--- config.mk ---
export PLATFORM = sky130hd
export DESIGN_NAME = uart_periph
export DESIGN_NICKNAME = d
export VERILOG_FILES = /design/src/rtl/uart_pkg.sv /design/src/rtl/uart_rx_fifo.sv /design/src/rtl/uart_periph.sv
export SDC_FILE = /design/constraint.sdc
export NUM_CORES = 1
export LEC_CHECK = 0
export BUFFER_PORTS_ARGS = -buffer_cell sky130_fd_sc_hd__buf_2
export CORE_MARGIN = 2
export CORE_UTILIZATION = 60
export CTS_CLUSTER_DIAMETER = 200
export CTS_CLUSTER_SIZE = 30
export DETAILED_ROUTE_END_ITERATION = 10
export GPL_TIMING_DRIVEN = 1
export PLACE_DENSITY_LB_ADDON = 0.1
export SLEW_MARGIN = 20
export SYNTH_ARGS = -nofsm -noshare
export SYNTH_HDL_FRONTEND = slang
export SYNTH_SLANG_ARGS = --single-unit
--- constraint.sdc ---
create_clock -name clk -period 3.4 [get_ports clk]
set_input_delay 0.17 -clock clk [delete_from_list [all_inputs] [get_ports clk]]
set_output_delay 0.17 -clock clk [all_outputs]
set_load 0.03 [all_outputs]
--- src/rtl/uart_pkg.sv ---
// rtl/uart_pkg.sv - shared types and constants for the MMIO UART peripheral
package uart_pkg;

    localparam int UART_DATA_W = 8;

    localparam logic [31:0] UART_DATA_ADDR = 32'h1000_0000;
    localparam logic [31:0] UART_STAT_ADDR = 32'h1000_0004;

    localparam int STAT_RX_VALID = 0;
    localparam int STAT_TX_BUSY  = 1;

    typedef enum logic [1:0] {
        TX_IDLE,
        TX_START,
        TX_DATA,
        TX_STOP
    } tx_state_t;

    typedef enum logic [1:0] {
        RX_IDLE,
        RX_START,
        RX_DATA,
        RX_STOP
    } rx_state_t;

endpackage

--- src/rtl/uart_rx_fifo.sv ---
// rtl/uart_rx_fifo.sv - show-ahead synchronous FIFO for received bytes
module uart_rx_fifo
    import uart_pkg::*;
#(
    parameter int DEPTH = 16,
    parameter int W     = UART_DATA_W
) (
    input  logic                     clk,
    input  logic                     rst_n,
    input  logic                     push,
    input  logic [W-1:0]             push_data,
    input  logic                     pop,
    output logic [W-1:0]             head,
    output logic [$clog2(DEPTH):0]   count,
    output logic                     full,
    output logic                     empty
);

    localparam int AW = $clog2(DEPTH);

    logic [W-1:0]  mem [DEPTH];
    logic [AW-1:0] wr_ptr;
    logic [AW-1:0] rd_ptr;
    logic [AW:0]   cnt;
    logic          do_push;
    logic          do_pop;

    // A pop in the same cycle frees a slot, so a push into a full FIFO still lands.
    assign do_pop  = pop && !empty;
    assign do_push = push && (!full || do_pop);

    always_ff @(posedge clk or negedge rst_n) begin
        if (!rst_n) begin
            wr_ptr <= '0;
            rd_ptr <= '0;
            cnt    <= '0;
        end else begin
            if (do_push) wr_ptr <= wr_ptr + 1'b1;
            if (do_pop)  rd_ptr <= rd_ptr + 1'b1;
            case ({do_push, do_pop})
                2'b10:   cnt <= cnt + 1'b1;
                2'b01:   cnt <= cnt - 1'b1;
                default: cnt <= cnt;
            endcase
        end
    end

    always_ff @(posedge clk) begin
        if (do_push) mem[wr_ptr] <= push_data;
    end

    assign empty = (cnt == '0);
    assign full  = (cnt == (AW+1)'(DEPTH));
    assign count = cnt;
    assign head  = empty ? '0 : mem[rd_ptr];

endmodule

--- src/rtl/uart_periph.sv ---
// rtl/uart_periph.sv - 8N1 UART with RX FIFO; optional sticky error flags under UART_STATUS_EN
module uart_periph
    import uart_pkg::*;
#(
    parameter int CLKS_PER_BIT  = 868,
    parameter int RX_FIFO_DEPTH = 16
) (
    input  logic                   clk,
    input  logic                   rst_n,
    input  logic [UART_DATA_W-1:0] tx_data,
    input  logic                   tx_we,
    output logic                   tx_busy,
    output logic [UART_DATA_W-1:0] rx_data,
    output logic                   rx_valid,
    input  logic                   rx_re,
    output logic                   uart_txd,
    input  logic                   uart_rxd
`ifdef UART_STATUS_EN
    ,
    output logic                   rx_overrun,
    output logic                   rx_frame_err,
    input  logic                   err_clr
`endif
);

    localparam int             CW      = $clog2(CLKS_PER_BIT);
    localparam logic [CW-1:0]  CNT_MAX = CW'(CLKS_PER_BIT - 1);
    localparam logic [CW-1:0]  HALF    = CW'(CLKS_PER_BIT / 2);

    tx_state_t                tx_state, tx_state_n;
    logic [CW-1:0]            tx_cnt, tx_cnt_n;
    logic [UART_DATA_W-1:0]   tx_shift, tx_shift_n;
    logic [2:0]               tx_idx, tx_idx_n;
    logic                     tx_tick;

    always_ff @(posedge clk or negedge rst_n) begin
        if (!rst_n) begin
            tx_state <= TX_IDLE;
            tx_cnt   <= '0;
            tx_shift <= '0;
            tx_idx   <= '0;
        end else begin
            tx_state <= tx_state_n;
            tx_cnt   <= tx_cnt_n;
            tx_shift <= tx_shift_n;
            tx_idx   <= tx_idx_n;
        end
    end

    assign tx_tick = (tx_cnt == CNT_MAX);

    always_comb begin
        tx_state_n = tx_state;
        tx_cnt_n   = tx_cnt + 1'b1;
        tx_shift_n = tx_shift;
        tx_idx_n   = tx_idx;
        case (tx_state)
            TX_IDLE: begin
                tx_cnt_n = '0;
                if (tx_we) begin
                    tx_state_n = TX_START;
                    tx_shift_n = tx_data;
                end
            end
            TX_START: if (tx_tick) begin
                tx_state_n = TX_DATA;
                tx_cnt_n   = '0;
                tx_idx_n   = '0;
            end
            TX_DATA: if (tx_tick) begin
                tx_cnt_n   = '0;
                tx_shift_n = tx_shift >> 1;
                if (tx_idx == 3'd7) tx_state_n = TX_STOP;
                else                tx_idx_n   = tx_idx + 1'b1;
            end
            TX_STOP: if (tx_tick) begin
                tx_state_n = TX_IDLE;
                tx_cnt_n   = '0;
            end
            default: tx_state_n = TX_IDLE;
        endcase
    end

    // Line level is decoded from state so reset forces it high without waiting a clock.
    assign uart_txd = (tx_state == TX_START) ? 1'b0 :
                      (tx_state == TX_DATA)  ? tx_shift[0] : 1'b1;
    assign tx_busy  = (tx_state != TX_IDLE);

    logic                     rxd_meta, rxd_sync;
    rx_state_t                rx_state, rx_state_n;
    logic [CW-1:0]            rx_cnt, rx_cnt_n;
    logic [UART_DATA_W-1:0]   rx_shift, rx_shift_n;
    logic [2:0]               rx_idx, rx_idx_n;
    logic                     rx_hold, rx_hold_n;
    logic                     rx_tick;
    logic                     rx_push;
    logic                     rx_ferr;

    always_ff @(posedge clk or negedge rst_n) begin
        if (!rst_n) begin
            rxd_meta <= 1'b1;
            rxd_sync <= 1'b1;
            rx_state <= RX_IDLE;
            rx_cnt   <= '0;
            rx_shift <= '0;
            rx_idx   <= '0;
            rx_hold  <= 1'b0;
        end else begin
            rxd_meta <= uart_rxd;
            rxd_sync <= rxd_meta;
            rx_state <= rx_state_n;
            rx_cnt   <= rx_cnt_n;
            rx_shift <= rx_shift_n;
            rx_idx   <= rx_idx_n;
            rx_hold  <= rx_hold_n;
        end
    end

    assign rx_tick = (rx_cnt == CNT_MAX);

    always_comb begin
        rx_state_n = rx_state;
        rx_cnt_n   = rx_cnt + 1'b1;
        rx_shift_n = rx_shift;
        rx_idx_n   = rx_idx;
        rx_hold_n  = rx_hold;
        rx_push    = 1'b0;
        rx_ferr    = 1'b0;
        case (rx_state)
            RX_IDLE: begin
                rx_cnt_n = '0;
                // Starting at half a bit puts every later expiry at mid-bit.
                if (!rxd_sync) begin
                    rx_state_n = RX_START;
                    rx_cnt_n   = HALF;
                end
            end
            RX_START: if (rx_tick) begin
                rx_cnt_n   = '0;
                rx_idx_n   = '0;
                rx_state_n = rxd_sync ? RX_IDLE : RX_DATA;
            end
            RX_DATA: if (rx_tick) begin
                rx_cnt_n   = '0;
                rx_shift_n = {rxd_sync, rx_shift[UART_DATA_W-1:1]};
                if (rx_idx == 3'd7) rx_state_n = RX_STOP;
                else                rx_idx_n   = rx_idx + 1'b1;
            end
            RX_STOP: begin
                if (rx_hold) begin
                    rx_cnt_n = rx_cnt;
                    if (rxd_sync) begin
                        rx_state_n = RX_IDLE;
                        rx_hold_n  = 1'b0;
                    end
                end else if (rx_tick) begin
                    rx_cnt_n = '0;
                    if (rxd_sync) begin
                        rx_push    = 1'b1;
                        rx_state_n = RX_IDLE;
                    end else begin
                        rx_ferr   = 1'b1;
                        rx_hold_n = 1'b1;
                    end
                end
            end
            default: rx_state_n = RX_IDLE;
        endcase
    end

    logic [$clog2(RX_FIFO_DEPTH):0] fifo_count;
    logic                           fifo_full;
    logic                           fifo_empty;

    uart_rx_fifo #(
        .DEPTH (RX_FIFO_DEPTH),
        .W     (UART_DATA_W)
    ) u_rx_fifo (
        .clk       (clk),
        .rst_n     (rst_n),
        .push      (rx_push),
        .push_data (rx_shift),
        .pop       (rx_re),
        .head      (rx_data),
        .count     (fifo_count),
        .full      (fifo_full),
        .empty     (fifo_empty)
    );

    assign rx_valid = (fifo_count != '0);

`ifdef UART_STATUS_EN
    logic rx_drop;
    assign rx_drop = rx_push && fifo_full && !(rx_re && !fifo_empty);

    always_ff @(posedge clk or negedge rst_n) begin
        if (!rst_n) begin
            rx_overrun   <= 1'b0;
            rx_frame_err <= 1'b0;
        end else begin
            if (rx_drop)      rx_overrun   <= 1'b1;
            else if (err_clr) rx_overrun   <= 1'b0;
            if (rx_ferr)      rx_frame_err <= 1'b1;
            else if (err_clr) rx_frame_err <= 1'b0;
        end
    end
`else
    logic unused_status;
    assign unused_status = fifo_full ^ fifo_empty ^ rx_ferr;
`endif

endmodule

# Word level (Yosys, flattened, before mapping)
# Memories as Yosys holds them, arrays and structs flattened.
# Index checks and enable logic that the tools add are counted.
[totals] ramBits=128 output_inout_bits=11 wordCells=116 ff_bits=62 n_memories=1 mem_bits_ro=0 latchBits=0
[classes] n_eq_ne=26 div_mod_pow=0 multipliers=0 addsub=8 reduce_logical=22 n_bitwise=0 shift=0 n_lt_le_gt_ge=0 n_mux=45
[memory_table] name="u_rx_fifo.mem" words=16 width=8 rd=1 rd_clocked_by_memory_dff=0 wr=1 line="uart_rx_fifo.sv:21" rtl="logic [W-1:0] mem [DEPTH];"
[op_table] op="$mux 10" n=3
[op_table] op="$pmux 10 s3" n=1
[op_table] op="$mux 2" n=13
[op_table] op="$mux 8" n=3
[op_table] op="$ne 2x2->1 const B" n=12
[op_table] op="$add 10x1->10 const B" n=2
[op_table] op="$eq 10x10->1 const B" n=2
[op_table] op="$pmux 10 s2" n=1
[op_table] op="$mux 3" n=6
[op_table] op="$pmux 2 s4" n=2
[op_table] op="$pmux 8 s2" n=1
[op_table] op="$pmux 3 s2" n=2
[op_table] op="$mux 1" n=11
[op_table] op="$eq 2x2->1 const B" n=5
[op_table] op="$pmux 5 s2" n=1
[op_table] op="$reduce_and 5->1" n=2
[op_table] op="$reduce_bool 2->1" n=5
[op_table] op="$mux 9" n=1
[op_table] op="$add 4x1->4 const B" n=2
[op_table] op="$reduce_and 4->1" n=2
[op_table] op="$add 3x1->3 const B" n=2
[op_table] op="$eq 2x1->1 const B" n=3
[op_table] op="$eq 3x3->1 const B" n=2
[op_table] op="$add 5x1->5 const B" n=1
[op_table] op="13 further kinds" n=16

# Longest topological paths before layout
# Gate-level depths: netlist (run 1).
[depth] ltp_word=7 ltp_mapped=13

# By module
# From an unflattened synthesis (run 1), not the netlist that was laid out.
[unflattened] hier_cells=540 hier_area_um2=8473.1
[by_module_without_submodules] module="uart_rx_fifo" cells_per_inst=302 seq_area_each_um2=4169.0 instances=1 area_per_inst_um2=5878.1
[by_module_without_submodules] module="uart_periph" cells_per_inst=238 seq_area_each_um2=1228.7 instances=1 area_per_inst_um2=2595.0

# Least setup slack after synthesis (run 1)
# OpenSTA, ideal clock, no wires.
[synth_timing] path_type="register to register" startpoint="reg rxd_sync" endpoint="reg u_rx_fifo.cnt[4] (netlist: u_rx_fifo.count[4])" path_stages_with_launch=14 slack_ps=646 setup_ps=128 required_ps=3272 t_arrival_ps=2626 path_cell_list="dfstp_2 -> buf_2 -> nand3_1 -> a311oi_1 -> and2_4 -> inv_2 -> ha_1 -> clkbuf_1 -> xor2_1 -> ha_1 -> and3b_1 -> o21ai_0 -> a21oi_1 -> xor2_1"
[synth_via] elab_chain_len=7 word_cells_on_any_way=9
[synth_lines] item="start, declared" line="uart_periph.sv:89" rtl="logic rxd_meta, rxd_sync;"
[synth_lines] item="start signal, assigned" line="uart_periph.sv:110" rtl="rxd_sync <= rxd_meta;"
[synth_lines] item="$mux 1 (*)" line="uart_periph.sv:158" rtl="if (rxd_sync) begin"
[synth_lines] item="$mux 1 (*)" line="uart_periph.sv:156" rtl="end else if (rx_tick) begin"
[synth_lines] item="$mux 1 (*)" line="uart_periph.sv:150" rtl="if (rx_hold) begin"
[synth_lines] item="$mux 1 (*)" line="uart_periph.sv:129" rtl="case (rx_state)"
[synth_lines] item="$logic_and 1x1->1 (*)" line="uart_rx_fifo.sv:30" rtl="assign do_push = push && (!full || do_pop);"
[synth_lines] item="$eq 2x1->1 / $eq 2x2->1 (equally long branches)" line="uart_rx_fifo.sv:40" rtl="case ({do_push, do_pop})"
[synth_lines] item="$pmux 5 s2 / $reduce_bool 2->1 (equally long branches)"
[synth_lines] item="end signal, assigned" line="uart_rx_fifo.sv:41" rtl="2'b10: cnt <= cnt + 1'b1;"
[synth_lines] item="end signal, assigned" line="uart_rx_fifo.sv:42" rtl="2'b01: cnt <= cnt - 1'b1;"
[synth_lines] item="end signal, assigned" line="uart_rx_fifo.sv:43" rtl="default: cnt <= cnt;"
[synth_lines] item="end, declared" line="uart_rx_fifo.sv:24" rtl="logic [AW:0] cnt;"
# Every way passes the cells marked *; elsewhere a longest branch is shown, timed or not.
# A chain may end at the register's enable or synchronous reset.

# Final worst setup path (run 1)
[layout_timing] startpoint="reg rx_state[0]" endpoint="reg u_rx_fifo.cnt[2] (netlist: u_rx_fifo.count[2])"
[layout_via] elab_chain_len=5 word_cells_on_any_way=7
[layout_lines] item="start, declared" line="uart_periph.sv:90" rtl="rx_state_t rx_state, rx_state_n;"
[layout_lines] item="start signal, assigned" line="uart_periph.sv:111" rtl="rx_state <= rx_state_n;"
[layout_lines] item="$eq 2x2->1 (*)" line="uart_periph.sv:129"
[layout_lines] item="$mux 1 (*)" line="uart_periph.sv:129"
[layout_lines] item="$logic_and 1x1->1 (*)" line="uart_rx_fifo.sv:30"
[layout_lines] item="$eq 2x1->1 / $eq 2x2->1 (equally long branches)" line="uart_rx_fifo.sv:40"
[layout_lines] item="$pmux 5 s2 / $reduce_bool 2->1 (equally long branches)"
# Marked as above.

==> results list, run 1 <==
* Result of the run: finished, final reports clean
- Top-level port count: 24
- For this run, the total global-route usage over all layers was measured as 22.81%.
- Number of H-tree levels: 4
- Clock root buffer: sky130_fd_sc_hd__clkbuf_16
- STA classifies the critical path startpoint as a register.
- Counting every instance in the synthesized netlist gives 526.
- For the final database, setup skew stands at 0.02324 ns.
* Count of final max-slew check failures: 0
* Initial Utilization: 60.65%
- Diode insertion count for antenna repair: 0
- For the pin with the worst max-slew slack, the measured transition is 0.6694 ns.
- Number of buffers added by the clock tree synthesis step: 17
* Die area: 14830 um^2
* DRC violation count after routing: 0
- Dividing the detail-routed via count by the number of cells gives 6.008.
* Final hold slack: 0.02612 ns
- The startpoint identified for the worst register-to-register timing path is rx_state[0].
* Per-instance average area after synthesis: 15.82 um^2
- Async SR Flop Fraction: 32.63%
- Post-Synthesis Cell Area: 8320 um^2
- For this run the aggregate overflow at the end of global routing stands at 0.
- Synthesis-to-finish area growth: 10.63%
- Entering global routing, the biggest net connects 34 pins.
- The die is 121.8 um tall.
- Synth top area share: 46.20%
* Unrepaired setup endpoints after global routing: no
- Max Clk Rate: 334.6 MHz
- In this run the power spent charging and discharging nets is 1.132 mW.
- Most used standard cells in the synthesized netlist: sky130_fd_sc_hd__edfxtp_1 (128), sky130_fd_sc_hd__dfrtp_1 (60), sky130_fd_sc_hd__mux4_2 (32), sky130_fd_sc_hd__mux2_2 (24), sky130_fd_sc_hd__nand2_1 (24)
- DP Wirelength: 9.742 mm
- Net switching is 23.10% of the power.
* Share of the core filled with cells: 67.10%
- Post-layout instance area: 9205 um^2
- The routed design has 15.20 mm of wire.
* Initial antenna violation count: 0
- Final Setup Violations: 0
- Fin cells: 749
- Number of hold-slack violations in the final timing report: 0
- The critical path is of the reg2reg type.
- The worst setup path is captured at a register.
* Internal power contribution: 3.768 mW
* First-pass DRT Iterations: 5
* Required time reported for the critical path endpoint: 3.72 ns
- The synthesized design contains 190 register bits.
- The via count of the first global-routing pass was 4597.
- The critical path starts at rx_state[0].
- The die is 121.8 um wide.
* Std cell rows: 43
- Post-CTS timing repair inserted 0 buffers for setup.
* Detailed router's first-iteration violation count: 346
- Total negative setup slack: 0 ns
- In the final routed layout, each cell accounts on average for 20.30 um.
- Clock latency on the worst-skew pair, taken at its later pin, is 0.44 ns.
- Across all setup checks in the final design, the least slack found is 0.4112 ns.
* Placeable core area: 13720 um^2
- The clock network accounts for 37.5% of the total power.
- Maximum fanout along the worst path: 15
- Ratio of final minimum period to clock period: 87.91%
- Count of clock tree sinks: 190
- Antenna Violating Nets Remaining: 0
- Data arrival time at the worst-slack endpoint: 3.31 ns
* Area contributors post-synth: sky130_fd_sc_hd__edfxtp_1 (46%), sky130_fd_sc_hd__dfrtp_1 (18%), sky130_fd_sc_hd__mux4_2 (8.7%)
* Ratio of cells with drive above 1 in the final layout: 24.08%
- Number of buffers on the longest clock path: 2
- Max-cap check violation count: 0
* Post-CTS resize count: 0
* Primary flip-flop cell chosen by synthesis mapping: sky130_fd_sc_hd__edfxtp_1
* Most common cell in the synthesized netlist: sky130_fd_sc_hd__edfxtp_1
* VDD IR-drop max: 0.4283 mV
- TritonCTS clock tree: built
* Worst rel slew slack: 55.37%
- Number of inserted filler cells in the final layout: 942
- After clock tree synthesis, the clock-pin slew on the worst setup and hold paths is 0.07 ns.
* Yosys Warn Count: 0
* Count of buffers from port buffering: 23
- Sequential share of the synthesized area: 64.87%
* Post-synth cell types: 58
- The design draws 4.899 mW.
- Total vias in the final route: 4500
- Sequential cells account for 52.9% of the total power.
- The final layout contains 588 nets.
- The path class of the tightest hold or removal check is in2reg.
* Beginning of the worst hold path: tx_data[0]
- The placed instances occupy a cell area of 8637 um^2.
- Combinational logic burns 9.6% of the power.
- Number of nets produced by synthesis: 558
- At the placement stage, the worst setup path has a slack of 0.4445 ns.
* Minimum clock period after layout: 2.989 ns
- Final Wtd Congestion: 0.8133
- The first global-routing pass estimated 24.86 mm of wire.
* Count of flip-flops with a built-in enable after synthesis: 128
* Power per standard cell area: 532.2 nW/um^2
- Placed cells: 715
- Leakage: 3.745 nW
- The largest total area in the synthesized netlist belongs to sky130_fd_sc_hd__edfxtp_1.
- The number of hold buffers added after CTS was 2.
final timing paths:
kind                                 endpoint  slack, ns  cells past startpoint
max in group asynchronous            rxd_meta       2.19                      3
min                               tx_shift[0]       0.03                      3
min in group asynchronous           tx_cnt[3]       0.30                      2
min reg2reg                          rxd_sync       0.36                      0
max                        u_rx_fifo.count[2]       0.41                     11
max reg2reg                u_rx_fifo.count[2]       0.41                     11
metal layers:
layer | wire length, um | global-route usage [%] | share of wire (%) | vias to the layer above
met4 | 134 | 6.825 | 0.88 | 0
met5 | 0 | 0 | 0 | -
met2 | 7541 | 36.56 | 50 | 109
li1 | - | - | - | 2117
met1 | 6831 | 31.86 | 45 | 2265
met3 | 694 | 5.009 | 4.6 | 9
worst max-delay path, stage by stage, from the launching register on:
cell and delay, ns:
sky130_fd_sc_hd__dfrtp_1 0.60, sky130_fd_sc_hd__nand3_1 0.13, sky130_fd_sc_hd__a311oi_1 0.46, sky130_fd_sc_hd__and2_4 0.31
sky130_fd_sc_hd__inv_2 0.10, sky130_fd_sc_hd__ha_1 0.30, sky130_fd_sc_hd__xor2_1 0.18, sky130_fd_sc_hd__ha_1 0.23
sky130_fd_sc_hd__a21oi_1 0.16, sky130_fd_sc_hd__xor2_1 0.18, sky130_fd_sc_hd__nor2_1 0.07, sky130_fd_sc_hd__xor2_1 0.14
cell families (layout without fill, tap and decap cells):
| kind of cell | count (synthesis) | in the layout | synth area share (%) |
|---|---|---|---|
| flops | 190 | 190 | 64.87 |
| simple gates | 120 | 120 | 8.918 |
| xor+xnor | 21 | 21 | 2.211 |
| buf+inv | 38 | 81 | 1.880 |
| fa+ha+maj | 19 | 19 | 2.857 |
| compound gates | 64 | 64 | 5.188 |
| mux | 74 | 74 | 14.08 |
power by group through the flow:
stage / logic (mW) / registers [mW] / clock network, mW
4_1_cts: 0.482 / 2.59 / 1.87
3_3_place_gp: 0.464 / 2.64 / 0
3_5_place_dp: 0.478 / 2.64 / 0
5_1_grt: 0.532 / 2.60 / 1.97
2_1_floorplan: 0.383 / 2.62 / 0
6_report: 0.471 / 2.59 / 1.84
registers in the layout, indices dropped and copies added (netlist names), named ones only:
register / flops
u_rx_fifo.mem: 128
rx_cnt: 10
tx_cnt: 10
rx_shift: 8
tx_shift: 8
u_rx_fifo.count: 5
u_rx_fifo.rd_ptr: 4
u_rx_fifo.wr_ptr: 4
rx_idx: 3
tx_idx: 3
tx_state: 2
rx_hold: 1
rx_state: 1
rxd_meta: 1
rxd_sync: 1
area by class of cell:
| type | count | area (um^2) | share of cell area, % |
|---|---|---|---|
| Sequential cell | 190 | 5399 | 58.65 |
| Multi-Input combinational cell | 298 | 2766 | 30.05 |
| Clock buffer | 17 | 425.4 | 4.621 |
| Tap cell | 180 | 225.2 | 2.447 |
| Timing Repair Buffer | 36 | 217.7 | 2.365 |
| Clock inverter | 15 | 122.6 | 1.332 |
| Inverter | 13 | 48.80 | 0.5301 |
placed cells by master (no fill, tap or decap), types with 7 or more instances in the layout:
master and instances:
sky130_fd_sc_hd__and4b_1 10, sky130_fd_sc_hd__buf_2 23, sky130_fd_sc_hd__inv_1 12, sky130_fd_sc_hd__nand2_1 24, sky130_fd_sc_hd__edfxtp_1 128, sky130_fd_sc_hd__dfrtp_1 59
sky130_fd_sc_hd__buf_4 11, sky130_fd_sc_hd__o21ai_0 17, sky130_fd_sc_hd__clkbuf_16 17, sky130_fd_sc_hd__ha_1 19, sky130_fd_sc_hd__mux2i_1 18, sky130_fd_sc_hd__and4_1 7
sky130_fd_sc_hd__a21oi_1 11, sky130_fd_sc_hd__nand3_1 16, sky130_fd_sc_hd__mux2_2 24, sky130_fd_sc_hd__mux4_2 32, sky130_fd_sc_hd__nor2_1 20, sky130_fd_sc_hd__xnor2_1 9
sky130_fd_sc_hd__xor2_1 12, sky130_fd_sc_hd__o22ai_1 8
Power figures use the tool's default switching activity.
==> inputs of run 2 (changes only) <==
- CORE_UTILIZATION: 60 -> 56
- clock period: 3.4 -> 2.4 ns (I/O delays scaled with it)
==> run 2 against run 1 <==
  * The flow now finishes with violations (setup timing)
  * Setup slack worse by 0.48 ns
  * Sequential power up 42%
  * Die area increased by 6.9%
  * Combinational power rose by 47%
  * Highest routed layer unchanged
  * Critical path type unchanged
  * Sequential share of layout area is 3.0 points lower
  * Core utilization is 0.37 points lower
  * Register-to-register slack lost 0.48 ns
  * Global-route usage is 1.0 points lower
  * Cell count up 5.5%
  * Fmax up 21%
==> results list, run 2 (same netlist as run 1, synthesis figures left out) <==
- Result of the run: finished, violations left
- Failing checks: setup timing
- In this run the worst path has a maximum fanout of 3.
- The clock net in this run drives a total of 190 sinks.
* Top-level port count: 24
* Largest net degree at the start of global routing: 36
- Dividing the detail-routed via count by the number of cells gives 6.032.
* Top register by number of flip-flops: u_rx_fifo.mem
- TritonCTS created 17 clock buffers.
* Minimum clock period after layout: 2.472 ns
* Detailed router's first-iteration violation count: 345
- In the final timing run, aggregate negative setup slack is -0.08344 ns.
- Worst min-delay path category: in2reg
- Cell Chain, Critical Path: or3b_4 -> nor4_4 -> and2_4 -> inv_4 -> ha_4 -> xor2_2 -> ha_2 -> and3b_1 -> o21ai_1 -> a21oi_2 -> xor2_1
* Clk_lat worst skew: 0.43 ns
- Clock edge transition at the registers on the reported setup and hold paths: 0.07 ns
* Diode insertion count for antenna repair: 0
- Ratio of final minimum period to clock period: 103.0%
- Startpoint class of the critical path: register
- Count of buffers from port buffering: 23
* Number of buffers on the longest clock path: 2
- CTS built an H-tree with a depth of 4.
- Overall power consumption: 7.214 mW
- Grouping stages by cell kind, the critical path spends the most delay in simple AND/OR/NAND/NOR gates.
- Max-cap check violation count: 0
* First-pass DRT Iterations: 4
* Width of the die: 125.9 um
- Clock root buffer: sky130_fd_sc_hd__clkbuf_16
* Top flop regs: u_rx_fifo.mem (128), rx_cnt (10), tx_cnt (10)
- Number of hold-slack violations in the final timing report: 0
- Leakage: 3.984 nW
* Most common cell after layout, fill and taps aside: sky130_fd_sc_hd__edfxtp_1
- In this run the tightest slew margin relative to its limit is 55.15%.
- The post-route netlist has 30.36% of its cells at a drive strength greater than 1.
- The worst setup path is captured at a register.
- The slowest stage of the critical path belongs to the cell sky130_fd_sc_hd__or3b_4.
- Initial Utilization: 57.25%
- Max Clk Rate: 404.5 MHz
- Dividing the detail-routed wire length by the instance count gives 20.78 um.
* DRC violation count after routing: 0
- Power per standard cell area: 743.9 nW/um^2
* TritonCTS clock tree: built
- Post-layout instance area: 9698 um^2
- The count of nets left with antenna violations once routing finished came out at 0.
- Required time reported for the critical path endpoint: 2.72 ns
- Final Wtd Congestion: 0.9058
- Across all setup checks in the final design, the least slack found is -0.07194 ns.
- Critical Path Max Stage Delay: 0.42 ns
* Worst clock skew: 0.006484 ns
- Counting both buffers and inverters, the worst setup path holds a total of 1.
* Number of flip-flops in the largest register: 128
* Wire length of the first global-routing pass: 26.07 mm
- DP Wirelength: 10.25 mm
- Across the VDD grid, the largest voltage drop is 0.6117 mV.
- The layout has 1036 filler cells.
* Die area: 15850 um^2
- Final Setup Violations: 2
* Slew at the pin closest to its max-slew limit: 0.6727 ns
* Total vias in the final route: 4765
- Total global-route track usage: 21.78%
- The die is 125.9 um tall.
- Net total in the final layout: 625
- Data on the critical path arrives at its endpoint at 2.79 ns.
- Synthesis-to-finish area growth: 16.56%
* Commonest non-fill, non-tap cells in the layout: sky130_fd_sc_hd__edfxtp_1 (128), sky130_fd_sc_hd__dfrtp_1 (59), sky130_fd_sc_hd__buf_4 (40)
* Total gr overflow: 0
- Initial antenna violation count: 0
- Placeable core area: 14530 um^2
- Worst-case setup slack after placement: -0.08285 ns
- The count of final max-slew check failures is 0.
* Vias in the first global route: 4809
* Std cell rows: 44
- After detailed placement, the total cell area comes to 8889 um^2.
- The critical path is of the reg2reg type.
* Final wirelength: 16.41 mm
- Setup repair after global routing could not meet its margin everywhere.
==> run 2: cell types whose count changed in the layout (fill, tap and decap cells not counted), sizes merged <==
cell / previous run / this run
buf: 34 / 68
clkbuf: 17 / 20
clkinvlp: 5 / 2
bufinv: 1 / 3
clkinv: 8 / 6
dlygate4sd3: 2 / 4
inv: 14 / 15
==> run 2: power breakdown <==
part / total [mW] / internal, mW / switching, mW
clock: 2.85 / 1.64 / 1.21
sequential: 3.67 / 3.59 / 0.0797
combinational: 0.694 / 0.338 / 0.355
==> run 2: final cells by class <==
type / instances / area, um^2 / area share, %
Tap cell: 184 / 230.2 / 2.374
Clock inverter: 13 / 163.9 / 1.690
Timing Repair Buffer: 73 / 579.3 / 5.973
Inverter: 13 / 51.30 / 0.5290
Sequential cell: 190 / 5399 / 55.67
Clock buffer: 19 / 432.9 / 4.464
Multi-Input combinational cell: 298 / 2841 / 29.30
==> run 2: path summary, 6_finish.rpt <==
| path | end | slack [ns] | cells after the start | startpoint |
|---|---|---|---|---|
| max | u_rx_fifo.count[4] | -0.07 | 11 | rx_cnt[7] |
| min | tx_shift[4] | 0.05 | 3 | tx_data[4] |
| max reg2reg | u_rx_fifo.count[4] | -0.07 | 11 | rx_cnt[7] |
| min reg2reg | rxd_sync | 0.37 | 0 | rxd_meta |
| max in group asynchronous | rxd_meta | 1.46 | 3 | rst_n |
| min in group asynchronous | tx_shift[4] | 0.20 | 2 | rst_n |
==> run 2: worst min-delay path, cell delays in order <==
cell and delay [ns]:
sky130_fd_sc_hd__buf_2 0.07, sky130_fd_sc_hd__mux2_2 0.13, sky130_fd_sc_hd__mux2_2 0.13
==> run 2: stage by stage <==
stage / std cells / util [%] / hold slack (ns)
after floorplan: 526 / - / -0.1756
after global placement: 745 / 61.16 / 0.1301
after detailed placement: 745 / 61.16 / 0.1325
after CTS: 785 / 65.99 / 0.02780
after global routing: 790 / 66.73 / 0.03985
final: 790 / 66.73 / 0.04633
==> run 2: repair_timing <==
| item | 4_1_cts | 5_1_grt |
|---|---|---|
| buffers inserted | 3 | 3 |
| hold buffers | 4 | 0 |
| gates cloned | 1 | 2 |
| pin swaps | 5 | 5 |
| hold endpoints to repair | 25 | 0 |
| resized for setup | 2 | 9 |
| endpoints found under the setup margin | 4 | 12 |
==> run 2: per-layer routing <==
metal  routed length, um  part of all wire, %  global-route usage [%]  vias to the layer above
li1                    -                    -                       -                     2192
met1                7236                   44                   29.43                     2434
met4                 190                  1.2                   6.076                        0
met3                 751                  4.6                   5.268                       18
met5                   0                    0                       0                        -
met2                8235                   50                   35.86                      121
